### config.mk
export PLATFORM = sky130hd
export DESIGN_NAME = plab4_net_domain_tdm_arbiter
export DESIGN_NICKNAME = d
export VERILOG_FILES = /design/src/rtl/plab4_net_domain_tdm_arbiter.sv
export SDC_FILE = /design/constraint.sdc
export NUM_CORES = 1
export LEC_CHECK = 0
export ABC_AREA = 1
export BUFFER_PORTS_ARGS = -buffer_cell sky130_fd_sc_hd__buf_2
export CORE_UTILIZATION = 52
export DETAILED_ROUTE_END_ITERATION = 10
export GPL_ROUTABILITY_DRIVEN = 0
export GPL_TIMING_DRIVEN = 1
export PLACE_DENSITY = 0.79
export SYNTH_ARGS = -nofsm -noshare
export SYNTH_HDL_FRONTEND = slang
export SYNTH_SLANG_ARGS = --single-unit
### constraint.sdc
create_clock -name clk -period 3.4 [get_ports clk]
set_input_delay 0.85 -clock clk [delete_from_list [all_inputs] [get_ports clk]]
set_output_delay 0.85 -clock clk [all_outputs]
set_load 0.1 [all_outputs]
### src/rtl/plab4_net_domain_tdm_arbiter.sv
// Router output-port arbiter that alternates fixed time slots between two security domains.
// Inside a slot it grants round-robin, with a separate priority pointer for each domain.
module plab4_net_domain_tdm_arbiter #(
  parameter int p_num_reqs    = 3,
  parameter int p_slot_cycles = 4,
  parameter int p_guard       = 1
) (
  input  logic                  clk,
  input  logic                  reset,
  input  logic [p_num_reqs-1:0] reqs,
  input  logic [p_num_reqs-1:0] req_domain,
  input  logic                  out_rdy,
  output logic [p_num_reqs-1:0] grants,
  output logic                  out_val,
  output logic                  out_domain,
  output logic [7:0]            slot_cnt
);

  localparam int PW = (p_num_reqs > 1) ? $clog2(p_num_reqs) : 1;
  localparam logic [7:0] LAST_CNT  = 8'(p_slot_cycles - 1);
  localparam logic [8:0] OPEN_CNT  = 9'(p_slot_cycles - p_guard);
  localparam logic [PW-1:0] LAST_REQ = PW'(p_num_reqs - 1);

  typedef enum logic {SLOT_D0, SLOT_D1} state_t;

  state_t                  state, state_next;
  logic [7:0]              cnt, cnt_next;
  logic [PW-1:0]           ptr0, ptr1, ptr0_next, ptr1_next;
  logic [PW-1:0]           ptr_cur, grant_idx, sel, ptr_inc;
  logic [p_num_reqs-1:0]   elig, grant_raw;
  logic                    found, slot_open, xfer;
  int                      idx;

  assign out_domain = (state == SLOT_D1);
  assign slot_cnt   = cnt;
  assign ptr_cur    = out_domain ? ptr1 : ptr0;
  assign slot_open  = ({1'b0, cnt} < OPEN_CNT);

  // Grants are masked while reset is held so the outputs are quiet asynchronously.
  assign grants  = reset ? grant_raw : '0;
  assign out_val = |grants;
  assign xfer    = out_val & out_rdy;
  assign ptr_inc = (grant_idx == LAST_REQ) ? '0 : grant_idx + PW'(1);

  always_ff @(posedge clk or negedge reset) begin
    if (!reset) begin
      state <= SLOT_D0;
      cnt   <= '0;
      ptr0  <= '0;
      ptr1  <= '0;
    end else begin
      state <= state_next;
      cnt   <= cnt_next;
      ptr0  <= ptr0_next;
      ptr1  <= ptr1_next;
    end
  end

  // Round-robin search upward from the active domain's pointer.
  always_comb begin
    elig      = reqs & ~(req_domain ^ {p_num_reqs{out_domain}}) & {p_num_reqs{slot_open}};
    found     = 1'b0;
    grant_idx = '0;
    grant_raw = '0;
    idx       = 0;
    sel       = '0;
    for (int k = 0; k < p_num_reqs; k++) begin
      idx = int'(ptr_cur) + k;
      if (idx >= p_num_reqs) idx = idx - p_num_reqs;
      sel = PW'(idx);
      if (!found && elig[sel]) begin
        found     = 1'b1;
        grant_idx = sel;
      end
    end
    if (found) grant_raw[grant_idx] = 1'b1;
  end

  // Slot timing is free-running; a transfer in the last cycle credits the ending domain.
  always_comb begin
    state_next = state;
    cnt_next   = cnt + 8'd1;
    ptr0_next  = ptr0;
    ptr1_next  = ptr1;
    if (cnt == LAST_CNT) begin
      cnt_next   = '0;
      state_next = (state == SLOT_D0) ? SLOT_D1 : SLOT_D0;
    end
    if (xfer) begin
      if (state == SLOT_D0) ptr0_next = ptr_inc;
      else                  ptr1_next = ptr_inc;
    end
  end

endmodule
==> metrics <==
Die Y=roughly 45 um; CP bufs+invs=4; slowest cell on the critical path=dfrtp_4; endpoint class of the critical path=output pin; Psw=between 0.5 and 0.6 mW; Synth Area in Simple Gates=0.4130; Worst-Skew Late Latency=0.29 ns; syn_area_per_cell=7.468 um2; CTS Buffer Depth=2; pre-CTS WS=0.2031 ns; Period Utilization, post-route=1.011; Final Max Tran Viols=0; Peak VDD IR=0.0007784 V; area growth from synthesis to layout=46.62%; Seq. cell area=between 300 and 400 um2; skew final=just under 0.008 ns; via total after detailed routing=1,000; first-pass GRT wire length=3498 um; core area=roughly 0.0017 mm2; Fin. Hold Viols=0; clk slew on worst S/H paths=0.08 ns; CTS buffer count=3; Initial Util=0.5580; max incr delay on CP=0.46 ns; CTS tree=built; Yosys reg bits=13; yosys warns=0; fin util=0.8181; Critical Path Fanout Max=8; Post-Synth Adder-Cell Area=0.03896; Cell Chain, Critical Path=inv_4, or2_2, o21ai_2, inv_1, ha_4, inv_4, nand3_1, nand3_1, nand2_2, nand4_1, nand2_2, nor3b_4, buf_12; number of I/O port buffers=21; Tmin final=3.436 ns; Remaining Overflow, GRT=0; drt drc=0; most common cell after layout, fill and taps aside=nand2_1; Fillers=116; Pre-Repair DR Iteration Count=4; Req. time, crit path=roughly 2.6 ns; Total Negative Setup Slacks=-0.03645 ns; Ports=22; Site Rows=15; Via density=5.181; RSZ-0062 raised after global routing=yes; antenna viol nets, final=0; max_cap viols=0; final worst-path setup slack=-0.03645 ns; RR Startpoint=out_domain; ANT cells=0; initial antenna violation count=0; Synth area leader=dfrtp_1; CTS root buffer=clkbuf_4; mux share of post-synthesis cell area=0; FMAX=0.2910 GHz; Pleak=0.7446 nW; HP Class=reg2reg; cts hold-fix bufs=0; Syn Nets=141; Worst Path Arrival=2.59 ns; synth unique cells=25; GRT Util Overall=0.2405; CP delay by family, top=simple AND/OR/NAND/NOR gates; Synth Area in Compound Gates=0.05455; commonest cells after routing, fill and taps aside=nand2_1 (23), buf_2 (17), buf_4 (15); die area=0.002029 mm2; largest net degree at the start of global routing=15; crit start category=register; post-synth top area share=0.3377; wire per inst=13.14 um; number of global-route vias before repair=about 900; H-tree levels=1; Final Non-Filler Cells=193; sequential area share after synthesis=0.3377; Final setup viols=1; Final HPWL DP=1588 um; total power=1.155 mW; outcome=complete, but fails checks; Clock Sinks=13; top post-synthesis cells by area=dfrtp_1 (34%), nand2_1 (10%), inv_1 (7.0%), nand4_1 (5.8%), nand3_1 (4.7%); Combinational Power Share=0.750; Worst Tran Pin Value=between 0.6 and 0.7 ns; synthesized area=963.4 um2; wirelength, routed=2536 um; clock share of power=0.084; nets@finish=~180; failing checks=negative setup slack; multi-input logic area=659.4 um2; normalized max-slew margin=0.5780; main combinational cell family by area after synthesis=simple AND/OR/NAND/NOR gates; P per Cell Area=817.8 mW/mm2; cell-internal power=approximately 0.56 mW; hold path start=slot_cnt[0]; critical path class=reg2out; Worst Setup SP=out_domain; Post-Synthesis Cells=129; layout cells sized above 1=0.4821; placed cells=approximately 170; chip width=45.05 um; switch share=0.5147; Seq pwr share=0.166; 1st-iter DRT viols=13; Post-Synth XOR/XNOR Area=0.05455
[metal layers]
| layer | GRT usage | wire length (um) |
|---|---|---|
| met2 | 0.3971 | 1368 |
| met1 | 0.2897 | 999 |
| met4 | 0.1212 | 63 |
| met3 | 0.06000 | 106 |
| met5 | 0 | 0 |
[cell usage after synthesis]
master,count
o21ai_0,4
inv_2,2
nor2_4,1
xnor2_1,2
dfrtp_1,13
a21oi_1,1
nor4_1,1
nor3b_2,1
or2_2,2
nand3_2,4
nand2_2,3
o21ai_2,1
inv_1,18
nor3_1,3
xor2_1,4
nand4_1,9
nand2_1,26
nand3_1,9
buf_6,2
nor2_1,10
ha_1,3
nand3b_1,1
o21ai_1,2
a21oi_2,1
nor2_2,6
[repair_timing]
item / in CTS / in global routing
cloned: 0 / 1
endpoints found under the hold margin: 0 / 0
endpoints found under the setup margin: 4 / 4
setup buffers: 3 / 11
gates resized for setup: 1 / 10
pin swaps: 2 / 11
[flip-flops by register name, summed over array words and instances (netlist names)]
| signal | cells |
|---|---|
| slot_cnt | 8 |
| ptr0 | 2 |
| ptr1 | 2 |
| out_domain | 1 |
[worst register-to-register path, cell delays in order, from the launching register on]
cell	delay [ns]
dfrtp_4	0.46
inv_4	0.05
or2_2	0.27
o21ai_2	0.11
inv_1	0.13
ha_4	0.20
inv_4	0.09
nand3_1	0.12
nand3_1	0.11
nand2_2	0.09
nand4_1	0.12
nand2_2	0.12
buf_4	0.16
nor2_2	0.11
nand2_1	0.07
nand2_1	0.06
[cell families after synthesis]
kind of cell | Yosys count
buffers and inverters | 22
XOR/XNOR | 6
flip-flops | 13
adder cells (fa/ha/maj) | 3
AO/OA/AOI/OAI | 9
AND/OR/NAND/NOR | 76
[power groups by stage]
stage / logic (mW) / clock network, mW / registers [mW]
finish: 0.867 / 0.0968 / 0.192
global route: 0.911 / 0.104 / 0.194
CTS: 0.727 / 0.0989 / 0.189
detailed placement: 0.711 / 0 / 0.192
global placement: 0.701 / 0 / 0.192
floorplan: 0.538 / 0 / 0.189
[cell type report]
class | count | share of cell area
Multi-Input combinational cell | 95 | 0.4668
Inverter | 20 | 0.06112
Sequential cell | 13 | 0.2347
Clock buffer | 4 | 0.01860
Tap cell | 25 | 0.02214
Timing Repair Buffer | 36 | 0.1966
[final timing paths]
kind	end	slack [ns]	depth (start not counted)
hold reg to reg	slot_cnt[0]	0.48	1
hold / removal	slot_cnt[0]	0.48	1
setup reg to reg	ptr0[0]	1.07	15
min in group asynchronous	out_domain	0.55	2
max in group asynchronous	out_domain	2.67	2
setup / recovery	grants[2]	-0.04	13
[metrics by stage]
| stage | hold slack [ns] | cell area, um2 |
|---|---|---|
| 4_1_cts | 0.4763 | 1274 |
| 5_1_grt | 0.4909 | 1413 |
| 3_3_place_gp | 0.4498 | 1220 |
| 3_5_place_dp | 0.4643 | 1220 |
| 2_1_floorplan | 0.4414 | 1039 |
| 6_report | 0.4769 | 1413 |
No activity file was read; power rests on OpenSTA's default activity.
